## src/rtl/ioctl_loader_pkg.sv

```systemverilog
// Shared types and constants for the HPS ioctl download loader.
package ioctl_loader_pkg;

  typedef enum logic [2:0] {
    IDLE,
    LOAD,
    WRITE,
    FLUSH,
    DONE
  } ldr_state_e;

  localparam logic [1:0] BE_WORD = 2'b11;
  localparam logic [1:0] BE_HI   = 2'b10;
  localparam logic [1:0] BE_LO   = 2'b01;

  function automatic int tmo_cnt_w(input int ack_timeout);
    return $clog2(ack_timeout + 1);
  endfunction

endpackage

```

## src/rtl/ioctl_loader_ctrl_packer.sv

```systemverilog
// Pairs download bytes into big-endian words; holds an even byte until its odd partner arrives.
module ldr_byte_packer
  import ioctl_loader_pkg::*;
#(
  parameter int ADDR_W = 20
) (
  input  logic              clk,
  input  logic              rst,
  input  logic              byte_vld,
  input  logic [ADDR_W-1:0] byte_addr,
  input  logic [7:0]        byte_dat,
  input  logic              flush,
  output logic              issue,
  output logic [ADDR_W-1:0] word_addr,
  output logic [15:0]       word_dat,
  output logic [1:0]        word_be,
  output logic              discont,
  output logic              hold_valid
);

  logic              hold_valid_q, hold_valid_d;
  logic [ADDR_W-1:0] hold_addr_q, hold_addr_d;
  logic [7:0]        hold_dat_q, hold_dat_d;
  logic              contig;

  // An odd byte pairs only with the held byte of the same word.
  assign contig     = hold_valid_q && (byte_addr[ADDR_W-1:1] == hold_addr_q[ADDR_W-1:1]);
  assign hold_valid = hold_valid_q;

  always_comb begin
    hold_valid_d = hold_valid_q;
    hold_addr_d  = hold_addr_q;
    hold_dat_d   = hold_dat_q;
    issue        = 1'b0;
    discont      = 1'b0;
    word_addr    = hold_addr_q;
    word_dat     = {hold_dat_q, 8'h00};
    word_be      = BE_HI;
    if (byte_vld) begin
      if (!byte_addr[0]) begin
        // A second even byte pushes the stranded one out on its own.
        issue        = hold_valid_q;
        discont      = hold_valid_q;
        hold_valid_d = 1'b1;
        hold_addr_d  = byte_addr;
        hold_dat_d   = byte_dat;
      end else if (contig) begin
        issue        = 1'b1;
        word_dat     = {hold_dat_q, byte_dat};
        word_be      = BE_WORD;
        hold_valid_d = 1'b0;
      end else begin
        issue     = 1'b1;
        discont   = hold_valid_q;
        word_addr = {byte_addr[ADDR_W-1:1], 1'b0};
        word_dat  = {8'h00, byte_dat};
        word_be   = BE_LO;
      end
    end else if (flush && hold_valid_q) begin
      issue        = 1'b1;
      hold_valid_d = 1'b0;
    end
  end

  always_ff @(posedge clk) begin
    if (rst) hold_valid_q <= 1'b0;
    else     hold_valid_q <= hold_valid_d;
  end

  always_ff @(posedge clk) begin
    hold_addr_q <= hold_addr_d;
    hold_dat_q  <= hold_dat_d;
  end

endmodule

```

## src/rtl/ioctl_loader_ctrl.sv

```systemverilog
// Sequences HPS ioctl byte downloads into the core's 16-bit loader port over a req/ack
// handshake, stalling the HPS while a word is outstanding and holding the core in reset.
module ioctl_loader_ctrl
  import ioctl_loader_pkg::*;
#(
  parameter int         ADDR_W      = 20,
  parameter logic [7:0] LOAD_INDEX  = 8'h00,
  parameter int         ACK_TIMEOUT = 4096
) (
  input  logic              clk_sys,
  input  logic              reset,
  input  logic              ioctl_download,
  input  logic [7:0]        ioctl_index,
  input  logic              ioctl_wr,
  input  logic [24:0]       ioctl_addr,
  input  logic [7:0]        ioctl_dout,
  output logic              ioctl_wait,
  output logic              ldr_aen,
  output logic [ADDR_W-1:0] ldr_addr,
  output logic [15:0]       ldr_wdat,
  output logic [1:0]        ldr_be,
  output logic              ldr_wr,
  input  logic              ldr_ack,
  output logic              ldr_done,
  output logic              core_reset,
  output logic              ldr_err
);

  localparam int TMO_W = tmo_cnt_w(ACK_TIMEOUT);

  ldr_state_e        state_q, state_d;
  logic              ldr_wr_q, ldr_wr_d;
  logic [ADDR_W-1:0] ldr_addr_q, ldr_addr_d;
  logic [15:0]       ldr_wdat_q, ldr_wdat_d;
  logic [1:0]        ldr_be_q, ldr_be_d;
  logic              ldr_done_q, ldr_done_d;
  logic              ldr_err_q, ldr_err_d;
  logic [TMO_W-1:0]  tmo_cnt_q, tmo_cnt_d;
  logic              dl_prev_q, dl_prev_d;
  logic              ack_prev_q, ack_prev_d;

  logic              dl_qual, dl_rise, byte_acc, ack_rise, tmo_hit;
  logic              pk_issue, pk_discont, pk_hold;
  logic [ADDR_W-1:0] pk_addr;
  logic [15:0]       pk_dat;
  logic [1:0]        pk_be;
  logic              unused_addr_hi;

  assign dl_qual        = ioctl_download && (ioctl_index == LOAD_INDEX);
  assign dl_rise        = dl_qual && !dl_prev_q;
  assign byte_acc       = ioctl_wr && dl_qual;
  assign ack_rise       = ldr_ack && !ack_prev_q;
  assign tmo_hit        = (tmo_cnt_q == TMO_W'(ACK_TIMEOUT - 1));
  assign unused_addr_hi = ^ioctl_addr[24:ADDR_W];

  ldr_byte_packer #(.ADDR_W(ADDR_W)) u_packer (
    .clk        (clk_sys),
    .rst        (reset),
    .byte_vld   (byte_acc && (state_q == LOAD)),
    .byte_addr  (ioctl_addr[ADDR_W-1:0]),
    .byte_dat   (ioctl_dout),
    .flush      (state_q == FLUSH),
    .issue      (pk_issue),
    .word_addr  (pk_addr),
    .word_dat   (pk_dat),
    .word_be    (pk_be),
    .discont    (pk_discont),
    .hold_valid (pk_hold)
  );

  always_comb begin
    state_d    = state_q;
    ldr_wr_d   = ldr_wr_q;
    ldr_addr_d = ldr_addr_q;
    ldr_wdat_d = ldr_wdat_q;
    ldr_be_d   = ldr_be_q;
    ldr_done_d = ldr_done_q;
    ldr_err_d  = ldr_err_q;
    tmo_cnt_d  = tmo_cnt_q;
    dl_prev_d  = dl_qual;
    ack_prev_d = ldr_ack;
    case (state_q)
      IDLE, DONE: begin
        if (dl_rise) begin
          state_d    = LOAD;
          ldr_done_d = 1'b0;
          ldr_err_d  = 1'b0;
        end
      end
      LOAD, FLUSH: begin
        if (pk_issue) begin
          state_d    = WRITE;
          ldr_wr_d   = 1'b1;
          ldr_addr_d = pk_addr;
          ldr_wdat_d = pk_dat;
          ldr_be_d   = pk_be;
          tmo_cnt_d  = '0;
          if (pk_discont) ldr_err_d = 1'b1;
        end else if (state_q == FLUSH || !dl_qual) begin
          if (pk_hold && state_q == LOAD) begin
            state_d = FLUSH;
          end else begin
            state_d    = DONE;
            ldr_done_d = 1'b1;
          end
        end
      end
      WRITE: begin
        if (byte_acc) ldr_err_d = 1'b1;
        // A timed-out write is abandoned and treated like an acked one.
        if (ack_rise || tmo_hit) begin
          ldr_wr_d  = 1'b0;
          tmo_cnt_d = '0;
          if (!ack_rise) ldr_err_d = 1'b1;
          if (dl_qual) begin
            state_d = LOAD;
          end else if (pk_hold) begin
            state_d = FLUSH;
          end else begin
            state_d    = DONE;
            ldr_done_d = 1'b1;
          end
        end else begin
          tmo_cnt_d = tmo_cnt_q + TMO_W'(1);
        end
      end
      default: state_d = IDLE;
    endcase
  end

  always_ff @(posedge clk_sys) begin
    if (reset) begin
      state_q    <= IDLE;
      ldr_wr_q   <= 1'b0;
      ldr_addr_q <= '0;
      ldr_wdat_q <= '0;
      ldr_be_q   <= '0;
      ldr_done_q <= 1'b0;
      ldr_err_q  <= 1'b0;
      tmo_cnt_q  <= '0;
      dl_prev_q  <= 1'b0;
      ack_prev_q <= 1'b0;
    end else begin
      state_q    <= state_d;
      ldr_wr_q   <= ldr_wr_d;
      ldr_addr_q <= ldr_addr_d;
      ldr_wdat_q <= ldr_wdat_d;
      ldr_be_q   <= ldr_be_d;
      ldr_done_q <= ldr_done_d;
      ldr_err_q  <= ldr_err_d;
      tmo_cnt_q  <= tmo_cnt_d;
      dl_prev_q  <= dl_prev_d;
      ack_prev_q <= ack_prev_d;
    end
  end

  assign ioctl_wait = ldr_wr_q;
  assign ldr_wr     = ldr_wr_q;
  assign ldr_addr   = ldr_addr_q;
  assign ldr_wdat   = ldr_wdat_q;
  assign ldr_be     = ldr_be_q;
  assign ldr_done   = ldr_done_q;
  assign ldr_err    = ldr_err_q;
  assign ldr_aen    = (state_q == LOAD) || (state_q == WRITE) || (state_q == FLUSH);
  assign core_reset = (state_q != DONE);

endmodule
```

## config.mk

```make
export PLATFORM = sky130hd
export DESIGN_NAME = ioctl_loader_ctrl
export DESIGN_NICKNAME = d
export VERILOG_FILES = /design/src/rtl/ioctl_loader_pkg.sv /design/src/rtl/ioctl_loader_ctrl_packer.sv /design/src/rtl/ioctl_loader_ctrl.sv
export SDC_FILE = /design/constraint.sdc
export NUM_CORES = 1
export LEC_CHECK = 0
export CAP_MARGIN = 20
export CORE_ASPECT_RATIO = 1.75
export CORE_MARGIN = 5
export CORE_UTILIZATION = 35
export DETAILED_ROUTE_END_ITERATION = 12
export GPL_TIMING_DRIVEN = 0
export PLACE_DENSITY = 0.65
export SLEW_MARGIN = 10
export SYNTH_ARGS = -nofsm -noshare
export SYNTH_HDL_FRONTEND = slang
export SYNTH_SLANG_ARGS = --single-unit
```

## constraint.sdc

```tcl
create_clock -name clk_sys -period 2.8 [get_ports clk_sys]
set_input_delay 0.56 -clock clk_sys [delete_from_list [all_inputs] [get_ports clk_sys]]
set_output_delay 0.56 -clock clk_sys [all_outputs]
set_load 0.1 [all_outputs]
```

==> results_dict.tcl, run 1 <==
set metrics [dict create \
    synthCells 381 \
    cp_cell_sequence "clkdlybuf4s50_1, nor4bb_1, nand4_1, buf_4, nor2_4" \
    yosysSeqAreaShare 0.514 \
    placed_cell_area_sq_um 4870 \
    synth_cell_types 46 \
    layout_common_cells "clkdlybuf4s50_1, nor2_1, dfxtp_1" \
    wl_met2_um 5710 \
    die_x_um 89.5 \
    clockBufferDepth 2 \
    synth_warnings 0 \
    grt_max_degree 28 \
    drtIter0Drc 84 \
    top_layer_used "met4" \
    worst-path-max-fanout 27 \
    cp.required_ns 2.76 \
    grt_pass1_wl_um 16300 \
    async_flop_share 0 \
    slew_headroom 0.333 \
    wl_met1_um 4010 \
    fin_crit_sh 0.933 \
    arrival_ns 2.57 \
    io_pins 90 \
    grt_overflow_total 0 \
    antenna_found_initial 0 \
    synth_area_per_cell_sq_um 10.2 \
    start_util 0.353 \
    hold_viol_final 0 \
    first_global_vias 3225 \
    worst-path-buf-inv 2 \
    synth_edf_count 27 \
    core_sq_um 11000 \
    netlist_area_sq_um 3870 \
    fin_skew_ns 0.00546 \
    synth_flop_cell "dfxtp_1" \
    tritoncts "done" \
    die_y_um 149 \
    numPortBuffers 82 \
    critPathMaxStageDelay_ns 0.67 \
    rows 51 \
    routed_wl_um 10300 \
    tightest_slew_ns 0.997 \
    diodes 0 \
    cts-root-buf "clkbuf_16" \
    final_layout_size_suffix_gt1_frac 0.123 \
    vias 3156 \
    htreeDepth 3 \
    cts.sinks 86 \
    hp-start "ldr_wdat[9]" \
    vias_per_cell 5.16 \
    synthesis.nets 428 \
    fin_setup_tns_ns 0 \
    report.power.total_w 0.00261 \
    path_clk_slew_ns 0.06 \
    cp_top_family "simple AND/OR/NAND/NOR gates" \
    maxCapViolations 0 \
    power.density_nw_per_um2 506 \
    mostFrequentLayoutCell "clkdlybuf4s50_1" \
    nets 522 \
    dp_hpwl_um 7730 \
    clk_latency_ns 0.33 \
    antenna_left 0 \
    drt_first_pass_iters 4 \
    hp-class "reg -> reg" \
    areaGrowthSynthToFinish_pct 33.4 \
    slowest_stage "nor2_4" \
    gr-usage-all-layers 0.160 \
    max_clock_freq_mhz 383 \
    routed-wl-met3_um 454 \
    dieArea_sq_um 13400 \
    ys_ff_latch 86 \
    stdcell_area_sq_um 5170 \
    n_fill_cell 1042 \
    cts_hold_buffers 0 \
    gp_congestion 0.841 \
    outcome "finished, final reports clean" \
    wl_per_cell_um 16.9 \
    worst_setup_path_end_kind "flop" \
    p_leak_nw 1.64 \
    maxSlewViolCount 0 \
    fin_crit_ns 2.61 \
    setup_viol 0 \
    critical_path.startpoint "ioctl_wr" \
    cp-start-kind "input port" \
    rsz0062_at_grt "no" \
    critPathKind "in -> reg" \
    r2r_start "tmo_cnt_q[0]" \
    drc 0 \
    peakVddDrop_mv 0.396 \
    numCtsBuffers 9 \
]
[final timing paths]
check                      endpoint  slack (ns)  depth (start not counted)
min                     ldr_wdat[9]        0.47                          2
max          u_packer.hold_dat_q[4]        0.19                          5
max reg2reg                ldr_done        0.59                          8
min reg2reg             ldr_wdat[9]        0.47                          2
[layout make-up]
class,instances,area (sq um),area share
flip-flops and latches,86,1990,0.385
multi-input cells,267,1740,0.337
repair buffers,83,818,0.158
clock buffers,12,246,0.0477
well taps,132,165,0.0320
plain buffers,26,140,0.0271
clock inverters,4,55.1,0.0107
inverters,2,7.51,0.00145
[power breakdown]
group / switching [W] / internal (W) / leakage [nW]
Sequential: 0.000000183 / 0.00128 / 0.718
Combinational: 0.0000630 / 0.0000655 / 0.783
Clock: 0.000479 / 0.000721 / 0.143
Total: 0.000542 / 0.00207 / 1.64
[registers in the layout, summed over array words and instances (netlist names)]
name and flops:
state_q 3, u_packer.hold_addr_q 19, ldr_done 1, ldr_be 2
ldr_addr 19, ldr_err 1, ack_prev_q 1, tmo_cnt_q 13
ioctl_wait 1, dl_prev_q 1, u_packer.hold_dat_q 8, ldr_wdat 16
u_packer.hold_valid 1
[stage by stage]
stage	worst slack, ns	hold slack [ns]	utilization	instances
finish	0.186	0.467	0.471	612
global placement	-1.44	0.451	0.443	595
detailed placement	-0.291	0.452	0.443	595
CTS	0.0544	0.470	0.471	611
floorplan	0.142	0.452	-	381
global route	0.0532	0.497	0.471	612
[cell families after synthesis]
logic type                 Yosys count  synth area share
other                                1          0.000968
xor gates and xnor gates            19            0.0430
muxes                               19            0.0491
AOI/OAI and AO/OA                   87             0.171
buffers and inverters               28            0.0378
DFF                                 86             0.514
adders and majority gates            1           0.00323
and+or+nand+nor                    140             0.181
[what timing repair did]
action	CTS	global route
endpoints found under the hold margin	0	0
endpoints found under the setup margin	2	49
pin swaps	0	1
resized for setup	4	6
cloned	0	0
setup buffers	0	1
[synth_stat cells (2+ instances only)]
master / count / area, sq um
nand4_1: 7 / 43.8
inv_1: 2 / 7.51
nor4_4: 2 / 42.5
a211oi_2: 19 / 238
a22oi_1: 9 / 67.6
a31oi_1: 3 / 18.8
buf_6: 2 / 22.5
nor3b_1: 2 / 15.0
nand3_1: 10 / 50.1
nor2b_1: 4 / 25.0
buf_2: 6 / 30.0
a211oi_1: 3 / 22.5
xnor2_1: 19 / 166
mux2i_1: 19 / 190
a21o_1: 3 / 22.5
nand3b_1: 5 / 37.5
nor2_1: 62 / 233
dfxtp_1: 59 / 1180
edfxtp_1: 27 / 811
nor3_1: 4 / 20.0
clkbuf_1: 13 / 48.8
o21ai_0: 5 / 25.0
o22ai_1: 3 / 18.8
o211ai_1: 2 / 15.0
and3_1: 4 / 25.0
a21oi_1: 27 / 135
nand2b_1: 2 / 12.5
nand2_1: 29 / 109
o21ai_1: 7 / 35.0
buf_4: 5 / 37.5
or3_1: 2 / 12.5
[layer usage]
layer  GRT usage  vias to the layer above
li1            -                     1556
met1       0.176                     1507
met2       0.295                       80
met3      0.0332                       13
met4      0.0537                        0
met5           0                        -
[tightest hold or removal path: stages (launching register included)]
cell,delay (ns)
dfxtp_1,0.31
nand2_1,0.05
a21oi_1,0.05
No activity file was read; power rests on OpenSTA's default activity.
==> run 2, diff against run 1 <==
--- a/config.mk
+++ b/config.mk
@@ -11,7 +11,9 @@
 export CORE_UTILIZATION = 35
 export DETAILED_ROUTE_END_ITERATION = 12
 export GPL_TIMING_DRIVEN = 0
+export HOLD_SLACK_MARGIN = 0.03
 export PLACE_DENSITY = 0.65
+export SKIP_CTS_REPAIR_TIMING = 1
 export SLEW_MARGIN = 10
 export SYNTH_ARGS = -nofsm -noshare
 export SYNTH_HDL_FRONTEND = slang
==> run 2 against run 1 <==
Against the previous run: sequential share of layout area shrank 0.056 points; via count is essentially flat; combinational power is essentially flat; count of clock-buffer cells in the layout is the same; first-iteration DRC count grew 8.3%; setup slack lost 0.017 ns; non-clock buffer count is the same; global-route usage is the same; clock skew is essentially flat; highest routed layer unchanged; sequential power is essentially flat; worst hold slack is the same.
==> results_dict.tcl, run 2 (synthesized netlist as in run 1, its figures left out) <==
set metrics [dict create \
    grt_util_met3 0.0332 \
    final_layout_size_suffix_gt1_frac 0.121 \
    cts.sinks 86 \
    cts-root-buf "clkbuf_16" \
    rows 51 \
    maxCapViolations 0 \
    rr_worst_depth 8 \
    cpMostUsedCell "nor2_1" \
    min_to "ldr_wdat[9]" \
    layout_common_cells "clkdlybuf4s50_1, nor2_1, dfxtp_1" \
    dieArea_sq_um 13400 \
    setup_viol 0 \
    drt_first_pass_iters 4 \
    fin_crit_ns 2.63 \
    clockBufferDepth 2 \
    critPathMaxStageDelay_ns 0.53 \
    slowest_stage "clkbuf_2" \
    areaGrowthSynthToFinish_pct 33.6 \
    hold_viol_final 0 \
    cp_cell_sequence "clkbuf_1, nor2_1, nor2_1, clkbuf_2" \
    cp-start-kind "flop" \
    outcome "finished, final reports clean" \
    grt_pass1_wl_um 16300 \
    n_fill_cell 1040 \
    peakVddDrop_mv 0.396 \
    cp_top_family "buffers and inverters" \
    worst_setup_path_end_kind "output pin" \
    diodes 0 \
    tritoncts "done" \
    r2r_start "tmo_cnt_q[0]" \
    grt_overflow_total 0 \
    numPortBuffers 82 \
    drc 0 \
    cp.required_ns 2.24 \
    worst-path-buf-inv 2 \
    max_clock_freq_mhz 380 \
    antenna_left 0 \
    vias 3158 \
    dp_hpwl_um 7730 \
    clk_latency_ns 0.33 \
    fin_skew_ns 0.00546 \
    hp-class "reg -> reg" \
    reg2reg_slack_ns 0.58 \
    maxSlewViolCount 0 \
    start_util 0.353 \
    core_sq_um 11000 \
    pre_cts_ws_ns -0.291 \
    arrival_ns 2.07 \
    fin_crit_sh 0.939 \
    power.density_nw_per_um2 505 \
    die_y_um 149 \
    rsz0062_at_grt "no" \
    grt_max_degree 28 \
    hp-start "ldr_wdat[9]" \
    wl_per_cell_um 16.9 \
    routed_wl_um 10300 \
    slew_headroom 0.333 \
    met2_usage 0.295 \
    worst-path-max-fanout 10 \
    gp_congestion 0.841 \
    first_global_vias 3225 \
    antenna_found_initial 0 \
    gr-usage-all-layers 0.160 \
    vias_per_cell 5.16 \
    tightest_slew_ns 0.997 \
    die_x_um 89.5 \
    report.power.total_w 0.00261 \
    min_path_cells 2 \
    htreeDepth 3 \
    mostFrequentLayoutCell "clkdlybuf4s50_1" \
    critPathKind "reg -> out" \
    gr-usage-met1 0.176 \
    numCtsBuffers 9 \
    path_clk_slew_ns 0.06 \
    nets 522 \
    drtIter0Drc 91 \
    io_pins 90 \
    fin_ws_ns 0.170 \
    r2r_end "ldr_done" \
    grt_busiest_layer "met2" \
    p_leak_nw 1.64 \
]
## run 2: cell types whose count changed in the layout (fill, tap and decap cells not counted), sizes merged
cell          delta
buf              -1
dlymetal6s2s     +1
## run 2: power by group
group	internal, W	switching [W]	total, W
Combinational	0.0000655	0.0000629	0.000128
Clock	0.000721	0.000480	0.00120
Sequential	0.00128	0.000000183	0.00128
Total	0.00207	0.000543	0.00261
## run 2: area by class of cell
class | count | area, sq um | area share
clock buffers | 12 | 246 | 0.0476
repair buffers | 83 | 826 | 0.160
inverters | 2 | 7.51 | 0.00145
plain buffers | 26 | 140 | 0.0271
well taps | 132 | 165 | 0.0319
multi-input cells | 267 | 1740 | 0.337
clock inverters | 4 | 55.1 | 0.0106
flip-flops and latches | 86 | 1990 | 0.385
## run 2: metal layers
layer	wire length (um)	part of all wire
met1	3980	0.39
met2	5720	0.55
met3	475	0.046
met4	157	0.015
met5	0	0
## run 2: worst max path at each step
stage | to | startpoint | cells past startpoint | slack (ns)
floorplan | u_packer.hold_addr_q[10] | ioctl_wr | 3 | 0.14
global placement | u_packer.hold_addr_q[13] | ioctl_wr | 4 | -1.44
detailed placement | u_packer.hold_dat_q[1] | ioctl_wr | 4 | -0.29
CTS | ldr_aen | state_q[1] | 4 | -0.50
global route | ldr_aen | state_q[1] | 4 | 0.02
finish | ldr_aen | state_q[1] | 4 | 0.17
## run 2: metrics by stage
stage	hold WS (ns)	util	setup TNS (ns)	std cells	area, sq um
CTS	0.470	0.471	-0.724	611	5170
finish	0.467	0.472	0	612	5170
detailed placement	0.452	0.443	-14.43	595	4870
global placement	0.451	0.443	-42.39	595	4860
floorplan	0.452	-	0	381	3870
global route	0.497	0.472	0	612	5170
## run 2: worst reg2reg max path, cell delays in order (launching register included)
cell and delay, ns:
dfxtp_1 0.38, ha_1 0.23, nand3_1 0.13, nor4_2 0.58, a21o_1 0.24, buf_2 0.24, nand4_1 0.12, nand2_1 0.10
a21oi_1 0.06
==> run 3, diff against run 2 <==
--- a/config.mk
+++ b/config.mk
@@ -8,11 +8,11 @@
 export CAP_MARGIN = 20
 export CORE_ASPECT_RATIO = 1.75
 export CORE_MARGIN = 5
-export CORE_UTILIZATION = 35
+export CORE_UTILIZATION = 33
 export DETAILED_ROUTE_END_ITERATION = 12
 export GPL_TIMING_DRIVEN = 0
 export HOLD_SLACK_MARGIN = 0.03
-export PLACE_DENSITY = 0.65
+export PLACE_DENSITY = 0.62
 export SKIP_CTS_REPAIR_TIMING = 1
 export SLEW_MARGIN = 10
 export SYNTH_ARGS = -nofsm -noshare
==> run 3 against run 2 <==
Against the previous run: global-route usage fell by 0.65 points; core utilization down 1.8 points; sequential share of layout area down 0.35 points; via count grew 0.28%; flip-flop and latch count unchanged; setup slack gained 0.024 ns; worst hold slack lost 0.0022 ns; critical path depth up 4; critical endpoint is now tmo_cnt_q[8]; largest cell class unchanged.
==> results_dict.tcl, run 3 (synthesized netlist as in run 1, its figures left out) <==
set metrics [dict create \
    clockBufferDepth 2 \
    drt_first_pass_iters 4 \
    report.power.total_w 0.00271 \
    dp_cells 599 \
    fin_ws_ns 0.194 \
    cp.required_ns 3.01 \
    tritoncts "done" \
    rr_worst_depth 8 \
    maxSlewViolCount 0 \
    vias 3167 \
    clk_latency_ns 0.34 \
    htreeDepth 3 \
    cts.sinks 86 \
    cp-endpoint "tmo_cnt_q[8]" \
    rows 52 \
    pre_cts_ws_ns -0.297 \
    gp_congestion 0.867 \
    outcome "finished, final reports clean" \
    cp-start-kind "input port" \
    drc 0 \
    power.density_nw_per_um2 519 \
    antenna_left 0 \
    worst-path-max-fanout 10 \
    n_fill_cell 1094 \
    gr-usage-met1 0.172 \
    io_pins 90 \
    routed_wl_um 10500 \
    maxCapViolations 0 \
    arrival_ns 2.82 \
    slew_headroom 0.329 \
    antenna_found_initial 0 \
    gr-usage-all-layers 0.153 \
    areaGrowthSynthToFinish_pct 34.8 \
    mostFrequentLayoutCell "clkdlybuf4s50_1" \
    tightest_slew_ns 1.00 \
    dp_hpwl_um 7820 \
    setup_viol 0 \
    met2_usage 0.278 \
    fin_setup_tns_ns 0 \
    first_global_vias 3332 \
    numCtsBuffers 9 \
    max_clock_freq_mhz 384 \
    fin_crit_ns 2.61 \
    nets 523 \
    hold_viol_final 0 \
    final_layout_size_suffix_gt1_frac 0.125 \
    fin_skew_ns 0.00755 \
    layout_common_cells "clkdlybuf4s50_1, nor2_1, dfxtp_1" \
    numPortBuffers 82 \
    core_sq_um 11500 \
    die_y_um 153 \
    grt_busiest_layer "met2" \
    seqCellArea_sq_um 1990 \
    wl_per_cell_um 17.0 \
    cts-root-buf "clkbuf_16" \
    start_util 0.336 \
    diodes 0 \
    die_x_um 91.9 \
    multi_input_area_sq_um 1740 \
    rsz0062_at_grt "no" \
    grt_pass1_wl_um 17100 \
    peakVddDrop_mv 0.303 \
    vias_per_cell 5.14 \
    p_leak_nw 1.67 \
    grt_util_met3 0.0330 \
    r2r_end "ioctl_wait" \
    grt_overflow_total 0 \
    fin_crit_sh 0.931 \
    dieArea_sq_um 14100 \
    grt_max_degree 24 \
    r2r_start "tmo_cnt_q[0]" \
    worst_setup_path_end_kind "flop" \
    path_clk_slew_ns 0.06 \
    critical_path.startpoint "ioctl_wr" \
    drtIter0Drc 161 \
    critPathKind "in -> reg" \
    fin_hold_ws_ns 0.465 \
    hp-class "reg -> reg" \
    finalNonFillerCells 616 \
    reg2reg_slack_ns 0.61 \
]
[run 3: cell count changes in the layout (fill, tap and decap cells not counted), sizes merged]
cell      previous run  this run
clkinv               1         3
buf                 14        15
bufinv               1         2
clkbuf              26        25
clkinvlp             1         0
inv                  3         2
[run 3: layer usage]
layer	vias up	wire, um
met1	1510	4240
met5	-	0
li1	1558	-
met3	18	443
met2	81	5560
met4	0	248
[run 3: worst min path at each step]
stage	cells past startpoint	to	from	slack, ns
floorplan	1	tmo_cnt_q[7]	tmo_cnt_q[7]	0.45
global placement	2	ldr_done	ldr_done	0.45
detailed placement	2	ldr_done	ldr_done	0.45
CTS	2	ldr_wdat[14]	ldr_wdat[14]	0.47
global route	2	ldr_be[0]	ldr_be[0]	0.48
finish	2	ldr_wdat[14]	ldr_wdat[14]	0.46
[run 3: where the power goes]
| part | internal, W | total (W) | switching, W |
|---|---|---|---|
| combinational | 0.0000655 | 0.000127 | 0.0000619 |
| clock | 0.000808 | 0.00130 | 0.000493 |
| sequential | 0.00128 | 0.00128 | 0.000000187 |
[run 3: critical path: stages]
cell and delay (ns):
clkdlybuf4s50_1 0.62, nor4bb_1 0.37, nand4_1 0.27, a21oi_2 0.28, buf_2 0.30, o22ai_1 0.15, a21oi_1 0.21, nor2_1 0.05
[run 3: final cells by class]
class / count / share of cell area
multi-input cells: 267 / 0.334
clock buffers: 11 / 0.0465
well taps: 135 / 0.0323
inverters: 2 / 0.00144
clock inverters: 5 / 0.0158
plain buffers: 26 / 0.0268
repair buffers: 84 / 0.162
flip-flops and latches: 86 / 0.381
[run 3: metrics by stage]
step	utilization	cell area, sq um
detailed placement	0.425	4890
CTS	0.453	5220
global placement	0.422	4860
finish	0.453	5220
global route	0.453	5220
floorplan	-	3870
